--- src/rtl/ctrl_pkg.sv ---
// Shared encodings for the multi-cycle MIPS-subset controller:
// opcodes, funct codes (which double as ALU operation codes),
// FSM states and PC source selects.
package ctrl_pkg;

    // Opcodes (IR[31:26])
    localparam logic [5:0] R_FORMAT = 6'b000000;
    localparam logic [5:0] J        = 6'b000010;
    localparam logic [5:0] BEQ      = 6'b000100;
    localparam logic [5:0] BNE      = 6'b000101;
    localparam logic [5:0] ADDI     = 6'b001000;
    localparam logic [5:0] SLTI     = 6'b001010;
    localparam logic [5:0] SLTIU    = 6'b001011;
    localparam logic [5:0] ANDI     = 6'b001100;
    localparam logic [5:0] ORI      = 6'b001101;
    localparam logic [5:0] XORI     = 6'b001110;
    localparam logic [5:0] LW       = 6'b100011;
    localparam logic [5:0] SW       = 6'b101011;

    // Funct codes (IR[5:0]), also used as ALU operation encodings
    localparam logic [5:0] F_ADD  = 6'b100000;
    localparam logic [5:0] F_SUB  = 6'b100010;
    localparam logic [5:0] F_AND  = 6'b100100;
    localparam logic [5:0] F_OR   = 6'b100101;
    localparam logic [5:0] F_XOR  = 6'b100110;
    localparam logic [5:0] F_SLT  = 6'b101010;
    localparam logic [5:0] F_SLTU = 6'b101011;

    // PC source select
    localparam logic [1:0] PCSRC_SEQ = 2'd0;
    localparam logic [1:0] PCSRC_BR  = 2'd1;
    localparam logic [1:0] PCSRC_JMP = 2'd2;

    typedef enum logic [2:0] {
        S_FETCH  = 3'd0,
        S_DECODE = 3'd1,
        S_EXEC   = 3'd2,
        S_MEM    = 3'd3,
        S_WB     = 3'd4,
        S_TRAP   = 3'd5
    } state_t;

    // Opcodes that proceed to EXEC (J is handled in DECODE)
    function automatic logic goes_to_exec(input logic [5:0] op);
        case (op)
            R_FORMAT, LW, SW, ADDI, ANDI, ORI, XORI,
            SLTI, SLTIU, BEQ, BNE: goes_to_exec = 1'b1;
            default:               goes_to_exec = 1'b0;
        endcase
    endfunction

endpackage

--- src/rtl/multicycle_controller_if.sv ---
// Control bus between the controller and the datapath: instruction
// fields and status in, per-state datapath controls out.
interface multicycle_controller_if #(
    parameter int ALUOP_W = 6
);
    logic [5:0]         opcode;
    logic [5:0]         funct;
    logic               mem_ready;
    logic               alu_zero;
    logic               PCWrite;
    logic [1:0]         PCSrc;
    logic               IorD;
    logic               IRWrite;
    logic               RegDst;
    logic               ALUsrc;
    logic [ALUOP_W-1:0] ALUop;
    logic               MemRead;
    logic               MemWrite;
    logic               MemtoReg;
    logic               RegWrite;
    logic               instr_done;
    logic               trap;
    logic               bus_err;

    modport master (
        input  opcode, funct, mem_ready, alu_zero,
        output PCWrite, PCSrc, IorD, IRWrite, RegDst, ALUsrc, ALUop,
               MemRead, MemWrite, MemtoReg, RegWrite, instr_done, trap, bus_err
    );

    modport slave (
        output opcode, funct, mem_ready, alu_zero,
        input  PCWrite, PCSrc, IorD, IRWrite, RegDst, ALUsrc, ALUop,
               MemRead, MemWrite, MemtoReg, RegWrite, instr_done, trap, bus_err
    );
endinterface

--- src/rtl/alu_op_decode.sv ---
// Maps (opcode, funct) to the ALU operation code. R-type passes funct
// through; memory ops add; immediates pick their ALU function;
// branches subtract for the equality compare.
module alu_op_decode
    import ctrl_pkg::*;
#(
    parameter int ALUOP_W = 6
) (
    input  logic [5:0]         opcode_i,
    input  logic [5:0]         funct_i,
    output logic [ALUOP_W-1:0] aluop_o
);
    logic [5:0] op6;

    // Opcode to ALU function lookup
    always_comb begin
        op6 = 6'd0;
        case (opcode_i)
            R_FORMAT:     op6 = funct_i;
            LW, SW, ADDI: op6 = F_ADD;
            ANDI:         op6 = F_AND;
            ORI:          op6 = F_OR;
            XORI:         op6 = F_XOR;
            SLTI:         op6 = F_SLT;
            SLTIU:        op6 = F_SLTU;
            BEQ, BNE:     op6 = F_SUB;
            default:      op6 = 6'd0;
        endcase
    end

    assign aluop_o = ALUOP_W'(op6);
endmodule

--- src/rtl/multicycle_controller.sv ---
// Multi-cycle control FSM: FETCH/DECODE/EXEC/MEM/WB with a memory-ready
// wait counter and timeout, branch/jump handling and a sticky trap state
// for illegal opcodes and bus errors.
module multicycle_controller
    import ctrl_pkg::*;
#(
    parameter int ALUOP_W     = 6,
    parameter int MEM_TIMEOUT = 16,
    parameter int TO_W        = 5
) (
    input  logic                   clk,
    input  logic                   reset_n,
    multicycle_controller_if.master bus
);
    state_t          state_q, state_d;
    logic [TO_W-1:0] cnt_q, cnt_d, cnt_inc;
    logic [5:0]      op_q, op_d, fn_q, fn_d;
    logic            trap_q, trap_d, berr_q, berr_d;
    logic            timeout;
    logic [ALUOP_W-1:0] dec_aluop;

    logic               pcw, iord, irw, regdst, alusrc, mr, mw, m2r, rw, done;
    logic [1:0]         pcsrc;
    logic [ALUOP_W-1:0] aluop;

    alu_op_decode #(.ALUOP_W(ALUOP_W)) u_alu_op_decode (
        .opcode_i (op_q),
        .funct_i  (fn_q),
        .aluop_o  (dec_aluop)
    );

    // Saturating increment so the counter cannot wrap with timeout disabled
    assign cnt_inc = (cnt_q == {TO_W{1'b1}}) ? cnt_q : cnt_q + 1'b1;
    assign timeout = (MEM_TIMEOUT != 0) && !bus.mem_ready &&
                     (cnt_q == TO_W'(MEM_TIMEOUT - 1));

    // State, wait counter, latched instruction fields and sticky flags
    always_ff @(posedge clk or negedge reset_n) begin
        if (!reset_n) begin
            state_q <= S_FETCH;
            cnt_q   <= '0;
            op_q    <= '0;
            fn_q    <= '0;
            trap_q  <= 1'b0;
            berr_q  <= 1'b0;
        end else begin
            state_q <= state_d;
            cnt_q   <= cnt_d;
            op_q    <= op_d;
            fn_q    <= fn_d;
            trap_q  <= trap_d;
            berr_q  <= berr_d;
        end
    end

    // Next-state and per-state control decode
    always_comb begin
        state_d = state_q;
        cnt_d   = '0;
        op_d    = op_q;
        fn_d    = fn_q;
        trap_d  = trap_q;
        berr_d  = berr_q;
        pcw     = 1'b0;
        pcsrc   = PCSRC_SEQ;
        iord    = 1'b0;
        irw     = 1'b0;
        regdst  = 1'b0;
        alusrc  = 1'b0;
        aluop   = '0;
        mr      = 1'b0;
        mw      = 1'b0;
        m2r     = 1'b0;
        rw      = 1'b0;
        done    = 1'b0;
        case (state_q)
            S_FETCH: begin
                mr = 1'b1;
                if (bus.mem_ready) begin
                    irw     = 1'b1;
                    pcw     = 1'b1;
                    state_d = S_DECODE;
                end else begin
                    cnt_d = cnt_inc;
                    if (timeout) begin
                        state_d = S_TRAP;
                        trap_d  = 1'b1;
                        berr_d  = 1'b1;
                    end
                end
            end
            S_DECODE: begin
                op_d = bus.opcode;
                fn_d = bus.funct;
                if (bus.opcode == J) begin
                    pcw     = 1'b1;
                    pcsrc   = PCSRC_JMP;
                    done    = 1'b1;
                    state_d = S_FETCH;
                end else if (goes_to_exec(bus.opcode)) begin
                    state_d = S_EXEC;
                end else begin
                    state_d = S_TRAP;
                    trap_d  = 1'b1;
                end
            end
            S_EXEC: begin
                aluop = dec_aluop;
                case (op_q)
                    R_FORMAT: state_d = S_WB;
                    LW, SW: begin
                        alusrc  = 1'b1;
                        state_d = S_MEM;
                    end
                    BEQ, BNE: begin
                        pcw     = (op_q == BEQ) ? bus.alu_zero : !bus.alu_zero;
                        pcsrc   = PCSRC_BR;
                        done    = 1'b1;
                        state_d = S_FETCH;
                    end
                    default: begin
                        alusrc  = 1'b1;
                        state_d = S_WB;
                    end
                endcase
            end
            S_MEM: begin
                iord   = 1'b1;
                alusrc = 1'b1;
                aluop  = dec_aluop;
                mr     = (op_q == LW);
                mw     = (op_q == SW);
                if (bus.mem_ready) begin
                    if (op_q == LW) begin
                        state_d = S_WB;
                    end else begin
                        done    = 1'b1;
                        state_d = S_FETCH;
                    end
                end else begin
                    cnt_d = cnt_inc;
                    if (timeout) begin
                        state_d = S_TRAP;
                        trap_d  = 1'b1;
                        berr_d  = 1'b1;
                    end
                end
            end
            S_WB: begin
                rw      = 1'b1;
                done    = 1'b1;
                state_d = S_FETCH;
                if (op_q == R_FORMAT) begin
                    regdst = 1'b1;
                end else if (op_q == LW) begin
                    m2r = 1'b1;
                end else begin
                    alusrc = 1'b1;
                    aluop  = dec_aluop;
                end
            end
            S_TRAP:  state_d = S_TRAP;
            default: state_d = S_FETCH;
        endcase
    end

    // Controls (including memory requests) drop asynchronously with reset
    assign bus.PCWrite    = reset_n & pcw;
    assign bus.PCSrc      = reset_n ? pcsrc : PCSRC_SEQ;
    assign bus.IorD       = reset_n & iord;
    assign bus.IRWrite    = reset_n & irw;
    assign bus.RegDst     = reset_n & regdst;
    assign bus.ALUsrc     = reset_n & alusrc;
    assign bus.ALUop      = reset_n ? aluop : '0;
    assign bus.MemRead    = reset_n & mr;
    assign bus.MemWrite   = reset_n & mw;
    assign bus.MemtoReg   = reset_n & m2r;
    assign bus.RegWrite   = reset_n & rw;
    assign bus.instr_done = reset_n & done;
    assign bus.trap       = reset_n & trap_q;
    assign bus.bus_err    = reset_n & berr_q;
endmodule

--- src/flat_wrapper.sv ---
// flat-port wrapper written by rule: the top's interface ports become plain ports
module multicycle_controller_flat import ctrl_pkg::*;
#(
    parameter int ALUOP_W     = 6,
    parameter int MEM_TIMEOUT = 16,
    parameter int TO_W        = 5
)
  (clk, reset_n, bus_opcode, bus_funct, bus_mem_ready, bus_alu_zero, bus_PCWrite, bus_PCSrc, bus_IorD, bus_IRWrite, bus_RegDst, bus_ALUsrc, bus_ALUop, bus_MemRead, bus_MemWrite, bus_MemtoReg, bus_RegWrite, bus_instr_done, bus_trap, bus_bus_err);
  multicycle_controller_if #(.ALUOP_W(ALUOP_W)) bus_i ();
  input  logic clk;
  input  logic reset_n;
  input wire logic [$bits(bus_i.opcode)-1:0] bus_opcode;
  input wire logic [$bits(bus_i.funct)-1:0] bus_funct;
  input wire logic [$bits(bus_i.mem_ready)-1:0] bus_mem_ready;
  input wire logic [$bits(bus_i.alu_zero)-1:0] bus_alu_zero;
  output wire logic [$bits(bus_i.PCWrite)-1:0] bus_PCWrite;
  output wire logic [$bits(bus_i.PCSrc)-1:0] bus_PCSrc;
  output wire logic [$bits(bus_i.IorD)-1:0] bus_IorD;
  output wire logic [$bits(bus_i.IRWrite)-1:0] bus_IRWrite;
  output wire logic [$bits(bus_i.RegDst)-1:0] bus_RegDst;
  output wire logic [$bits(bus_i.ALUsrc)-1:0] bus_ALUsrc;
  output wire logic [$bits(bus_i.ALUop)-1:0] bus_ALUop;
  output wire logic [$bits(bus_i.MemRead)-1:0] bus_MemRead;
  output wire logic [$bits(bus_i.MemWrite)-1:0] bus_MemWrite;
  output wire logic [$bits(bus_i.MemtoReg)-1:0] bus_MemtoReg;
  output wire logic [$bits(bus_i.RegWrite)-1:0] bus_RegWrite;
  output wire logic [$bits(bus_i.instr_done)-1:0] bus_instr_done;
  output wire logic [$bits(bus_i.trap)-1:0] bus_trap;
  output wire logic [$bits(bus_i.bus_err)-1:0] bus_bus_err;
  assign bus_i.opcode = bus_opcode;
  assign bus_i.funct = bus_funct;
  assign bus_i.mem_ready = bus_mem_ready;
  assign bus_i.alu_zero = bus_alu_zero;
  assign bus_PCWrite = bus_i.PCWrite;
  assign bus_PCSrc = bus_i.PCSrc;
  assign bus_IorD = bus_i.IorD;
  assign bus_IRWrite = bus_i.IRWrite;
  assign bus_RegDst = bus_i.RegDst;
  assign bus_ALUsrc = bus_i.ALUsrc;
  assign bus_ALUop = bus_i.ALUop;
  assign bus_MemRead = bus_i.MemRead;
  assign bus_MemWrite = bus_i.MemWrite;
  assign bus_MemtoReg = bus_i.MemtoReg;
  assign bus_RegWrite = bus_i.RegWrite;
  assign bus_instr_done = bus_i.instr_done;
  assign bus_trap = bus_i.trap;
  assign bus_bus_err = bus_i.bus_err;
  multicycle_controller #(.ALUOP_W(ALUOP_W), .MEM_TIMEOUT(MEM_TIMEOUT), .TO_W(TO_W)) u_core (.clk(clk), .reset_n(reset_n), .bus(bus_i));
endmodule
--- config.mk ---
export PLATFORM = sky130hd
export DESIGN_NAME = multicycle_controller_flat
export DESIGN_NICKNAME = d
export VERILOG_FILES = /design/src/rtl/ctrl_pkg.sv /design/src/rtl/multicycle_controller_if.sv /design/src/rtl/alu_op_decode.sv /design/src/rtl/multicycle_controller.sv /design/src/flat_wrapper.sv
export SDC_FILE = /design/constraint.sdc
export NUM_CORES = 1
export LEC_CHECK = 0
export ABC_AREA = 1
export CORE_UTILIZATION = 25
export CTS_CLUSTER_DIAMETER = 200
export CTS_CLUSTER_SIZE = 24
export DETAILED_ROUTE_END_ITERATION = 12
export GPL_TIMING_DRIVEN = 0
export PLACE_DENSITY = 0.5
export SYNTH_ARGS = -nofsm -noshare
export SYNTH_HDL_FRONTEND = slang
export SYNTH_SLANG_ARGS = --single-unit
export TNS_END_PERCENT = 50
--- constraint.sdc ---
create_clock -name clk -period 4.4 [get_ports clk]
set_clock_uncertainty 0.05 [all_clocks]
set_input_delay 0.66 -clock clk [delete_from_list [all_inputs] [get_ports clk]]
set_output_delay 0.66 -clock clk [all_outputs]
set_load 0.03 [all_outputs]
Word level (Yosys, flattened, before mapping)
Cells that the tools add are included.
- register bits after elaboration: 22
- bits in latches: 0
- bits in writable memories: 0
- ROM bits: 0
- input bits: 16
- output and inout port bits: 20
- memories: 0
- add/subtract/negate cells: 1
- multiply operators: 0
- divide/modulo/power cells: 0
- order comparisons: 0
- equal/unequal tests: 33
- shift-type cells: 0
- multiplexer cells: 50
- bitwise gates (word level): 13
- reductions and logical operators: 16
- operators by type and width (cell ; count):
    6-bit by 4-bit == test with 1-bit output, second input constant ; 12
    6-bit case mux with 8 select lines ; 1
    1-bit two-way mux ; 26
    6-bit by 3-bit == test with 1-bit output, second input constant ; 4
    6-bit == test, second input constant ; 4
    3-bit two-way mux ; 6
    6-bit two-way mux ; 3
    5-bit two-way mux ; 3
    3-bit case mux with 5 select lines ; 1
    1-bit AND ; 12
    6-bit logical NOT ; 2
    6-bit case mux with 2 select lines ; 1
    11-bit OR reduction ; 1
    2-bit OR reduction ; 4
    3-bit by 2-bit == test with 1-bit output, second input constant ; 2
    3-bit == test, second input constant ; 2
    6-bit by 2-bit == test with 1-bit output, second input constant ; 1
    2-bit inequality test, second input constant ; 3
    1-bit case mux with 3 select lines ; 2
    3-bit case mux with 2 select lines ; 1
    3-bit OR reduction ; 2
    5-bit by 1-bit adder with 5-bit output, second input constant ; 1
    5-bit by 4-bit == test with 1-bit output, second input constant ; 1
    5-bit == test, second input constant ; 1
    14 further kinds ; 17

Depth between registers and ports, before layout
- depth after elaboration: 8
- mapped depth: 9

Hierarchy
Synthesis repeated with hierarchy kept, for this count alone.
- cell total of the unflattened synthesis: 237
- area total of the unflattened synthesis: 1601.5 µm²
- by module, submodules not included (module ; instances ; cells each ; area each (µm²)):
    multicycle_controller ; 1 ; 197 ; 1375.1
    alu_op_decode ; 1 ; 40 ; 226.5

Least setup slack after synthesis
Ideal clock, no wire load.
- kind: input-to-output
- start: input reset_n
- end: output bus_MemtoReg
- arrival time: 1738 ps
- data required time: 3690 ps
- slack: 1952 ps
- cell stages on the path: 4
- path through: inv_1 nor2_1 inv_1 nor2_1
- cells in the longest elaborated chain, start to end: 1
- RTL lines (item ; line ; text):
    from (decl) ; flat_wrapper.sv:11 ; input logic reset_n;
    1-bit AND ; multicycle_controller.sv:177 ; assign bus.MemtoReg = reset_n & m2r;
    to (decl) ; flat_wrapper.sv:25 ; output wire logic [$bits(bus_i.MemtoReg)-1:0] bus_MemtoReg;
No other way between the ends.

Final worst setup path
- start: input bus_opcode[1]
- end: output bus_instr_done
- cells in the longest elaborated chain, start to end: 4
- RTL lines (item ; line ; text):
    from (decl) ; flat_wrapper.sv:12 ; input wire logic [$bits(bus_i.opcode)-1:0] bus_opcode;
    6-bit by 2-bit == test with 1-bit output ; multicycle_controller.sv:95 ; if (bus.opcode == J) begin
    1-bit two-way mux ; multicycle_controller.sv:95 ;
    1-bit case mux with 4 select lines ; multicycle_controller.sv:76 ; case (state_q)
    1-bit AND ; multicycle_controller.sv:179 ; assign bus.instr_done = reset_n & done;
    to (decl) ; flat_wrapper.sv:27 ; output wire logic [$bits(bus_i.instr_done)-1:0] bus_instr_done;
No other way between the ends.

==> impl_results.md <==
- Status: complete, no violations
- Num CTS Buffers: 3
- Crit path launch type: primary input
- Reg2reg path depth: 7
- Post-synthesis mux area share: 0%
- DRT iter0 DRCs: 89
- Arr. time, crit path: 2600 ps
- Post-cts repair resize count: 0
- Synth Area in XOR/XNOR: 1.757%
- Critical-path cell list: clkdlybuf4s50_1, inv_1, nor2_1, nand3_1, nor2_2, inv_1, nand2_1, nor2_1, nor2_1, clkdlybuf4s50_1
- Die height: 79.34 µm
- CP required: 3690 ps
- Clock power share: 12.6%
- Routed wire length: 3.559 mm
- Crit end category: primary output
- Relative slew slack: 57.59%
- 1st-pass router iterations: 4
- Final min period: 3307 ps
- Post-Route Setup TNS: 0 ps
- GRT Residual Overflow: 0
- Final Wtd Congestion: 0.7663
- Slowest-stage cell, CP: clkdlybuf4s50_1
- Wire per inst: 10.41 µm
- Share of layout cells above drive strength 1: 6.667%
- Final core utilization: 34.95%
- Synth Area in Simple Gates: 44.77%
- Combinational Power Share: 51.7%
- Mean Syn Cell Area: 6.445 µm²
- Most frequent cell on the critical path: nor2_1
- Number of global-route vias before repair: 1359
- Total GRT Usage: 12.66%
- # diodes: 0
- First-pass GRT wire length: 6.251 mm
- Root cell of the clock tree: clkbuf_8
- Synth Warn #: 0
- CTS clk-pin slew, worst paths: 80 ps
- Critical path class: primary input to primary output
- Yosys reg bits: 22
- Max-slew violations: 0
- Final hold violation count: 0
- P_int: 0.5002 mW
- Via density: 4.339
- Worst-margin pin slew: 636.1 ps
- Antenna Nets Post-Route: 0
- Final setup fails: 0
- Initial core utilization: 26.50%
- RSZ-0062 raised after global routing: false
- Detailed-route DRC error count: 0
- Setup slack, reg-to-reg: 2750 ps
- P_leak: 0.9893 nW
- Worst flop-to-flop path startpoint: u_core.cnt_q[0]$_DFFE_PN0P_
- Number of library cell types mapped by synthesis: 20
- Clk Latency, worst-skew pair: 250 ps
- Initial antenna violation count: 0
- TritonCTS clock tree: done
- VDD IR max: 146.4 µV
- Synth Cell Area: 1495 µm²
- Via count: 1484
- Clock sinks: 22
- Final net count: 291
- DP Wirelength: 2.892 mm
- Syn nets: 251
- Hold/Removal Path Class: primary input to async pin
- Max incr delay on CP: 670 ps
- CTS Buffer Depth: 2
- Largest net degree at the start of global routing: 30
- Port bufs: 35
- Most frequent cells in the layout: nand2_1 (73), nor2_1 (46), clkdlybuf4s50_1 (34), inv_1 (30), dfrtp_1 (22)
- Largest family of logic cells by synthesized area: simple AND/OR/NAND/NOR gates
- Postcts setup bufs: 0
- Die area: 6294 µm²
- Period utilisation layout: 75.16%
- Sw frac: 47.03%
- Register area share after synthesis: 36.82%
- Fmax: 0.3024 GHz
- P_sw: 0.4442 mW
- Maxcap violations: 0
- Commonest non-fill, non-tap cell in the layout: nand2_1
- Layout area overhead: 31.88%
- Synth Area in Compound Gates: 5.774%
- Die Width: 79.34 µm
- Fraction of power consumed by sequential logic: 35.7%
- Reg2Reg Capture Point: u_core.state_q[2]$_DFF_PN0_
- Mapped Cells: 232
- Cts hold-fix bufs: 0
- H-tree Lvls: 1
- Cell Pwr Density: 478.9 nW/µm²
- Ports: 36
- Core Rows: 27
- Crit-path max FO: 4
- Core box area: 5642 µm²
- Adder-cell share of the synthesized area: 2.510%
## layer usage
layer  share of wire (%)  track usage [%]
met2                  41            18.97
met4                 1.1            3.818
met5                   0                0
met3                 3.1            1.264
met1                  55            18.91
## worst max path at each step
stage / end / startpoint / slack, ps
finish: bus_instr_done / bus_opcode[1] / 1090
global route: bus_instr_done / bus_opcode[1] / 830
CTS: bus_MemWrite / reset_n / 190
detailed placement: bus_MemWrite / reset_n / 190
global placement: bus_MemWrite / reset_n / 200
floorplan: bus_MemtoReg / reset_n / 1950
## cell type report
type                       count  area (µm²)
inverter                      32       120.1
tap                           72       90.09
clock buffer                   3       41.29
fill                         621        3670
multi-input combinational    177       819.5
timing repair buffer          35       345.3
sequential                    22       550.5
buffer                         1       5.005
## Yosys cell counts, drive strengths merged
master  count  area (µm²)
nor3b       1       7.510
and3        2       12.51
o21ai       6       30.03
a32oi       1       8.760
nand4       3       18.77
nand2      78       305.3
dfrtp      22       550.5
xor2        3       26.28
buf         1       5.000
nor3        2       10.01
a21oi       8       40.04
ha          3       37.54
inv        32       120.1
nor2       52       230.2
a21boi      1       7.510
nand3      17       85.08
## through the flow
stage	area [µm²]	worst slack, ps	std cells	hold slack, ps	power, mW
CTS	1977	186.5	342	425.4	0.9620
global placement	1936	197.7	339	401.9	0.8343
finish	1972	1093	342	369.6	0.9444
floorplan	1495	1952	232	314.4	0.6912
detailed placement	1936	193.4	339	407.0	0.8366
global route	1972	826.5	342	413.8	1.052
## flip-flops by register name, summed over array words and instances, names as in the netlist
| name | flops |
|---|---|
| u_core.fn_q | 6 |
| u_core.cnt_q | 5 |
| u_core.op_q | 6 |
| u_core.state_q | 3 |
| u_core.berr_q | 1 |
| u_core.trap_q | 1 |
## cell families after synthesis
| kind of cell | Yosys count |
|---|---|
| AO/OA/AOI/OAI | 16 |
| flip-flops | 22 |
| buffers and inverters | 33 |
| XOR/XNOR | 3 |
| adder cells (fa/ha/maj) | 3 |
| AND/OR/NAND/NOR | 155 |
## power groups by stage
stage               logic, mW  registers [mW]  clock network (mW)
CTS                     0.496           0.338               0.128
floorplan               0.364           0.327                   0
global route            0.566           0.348               0.138
finish                  0.488           0.337               0.119
global placement        0.493           0.341                   0
detailed placement      0.495           0.342                   0
## worst max-delay path: cells and delay by family
kind                   cells  cell delay, ps
buffers and inverters      4            1330
and+or+nand+nor            6             590
No activity file was read; power rests on OpenSTA's default activity.
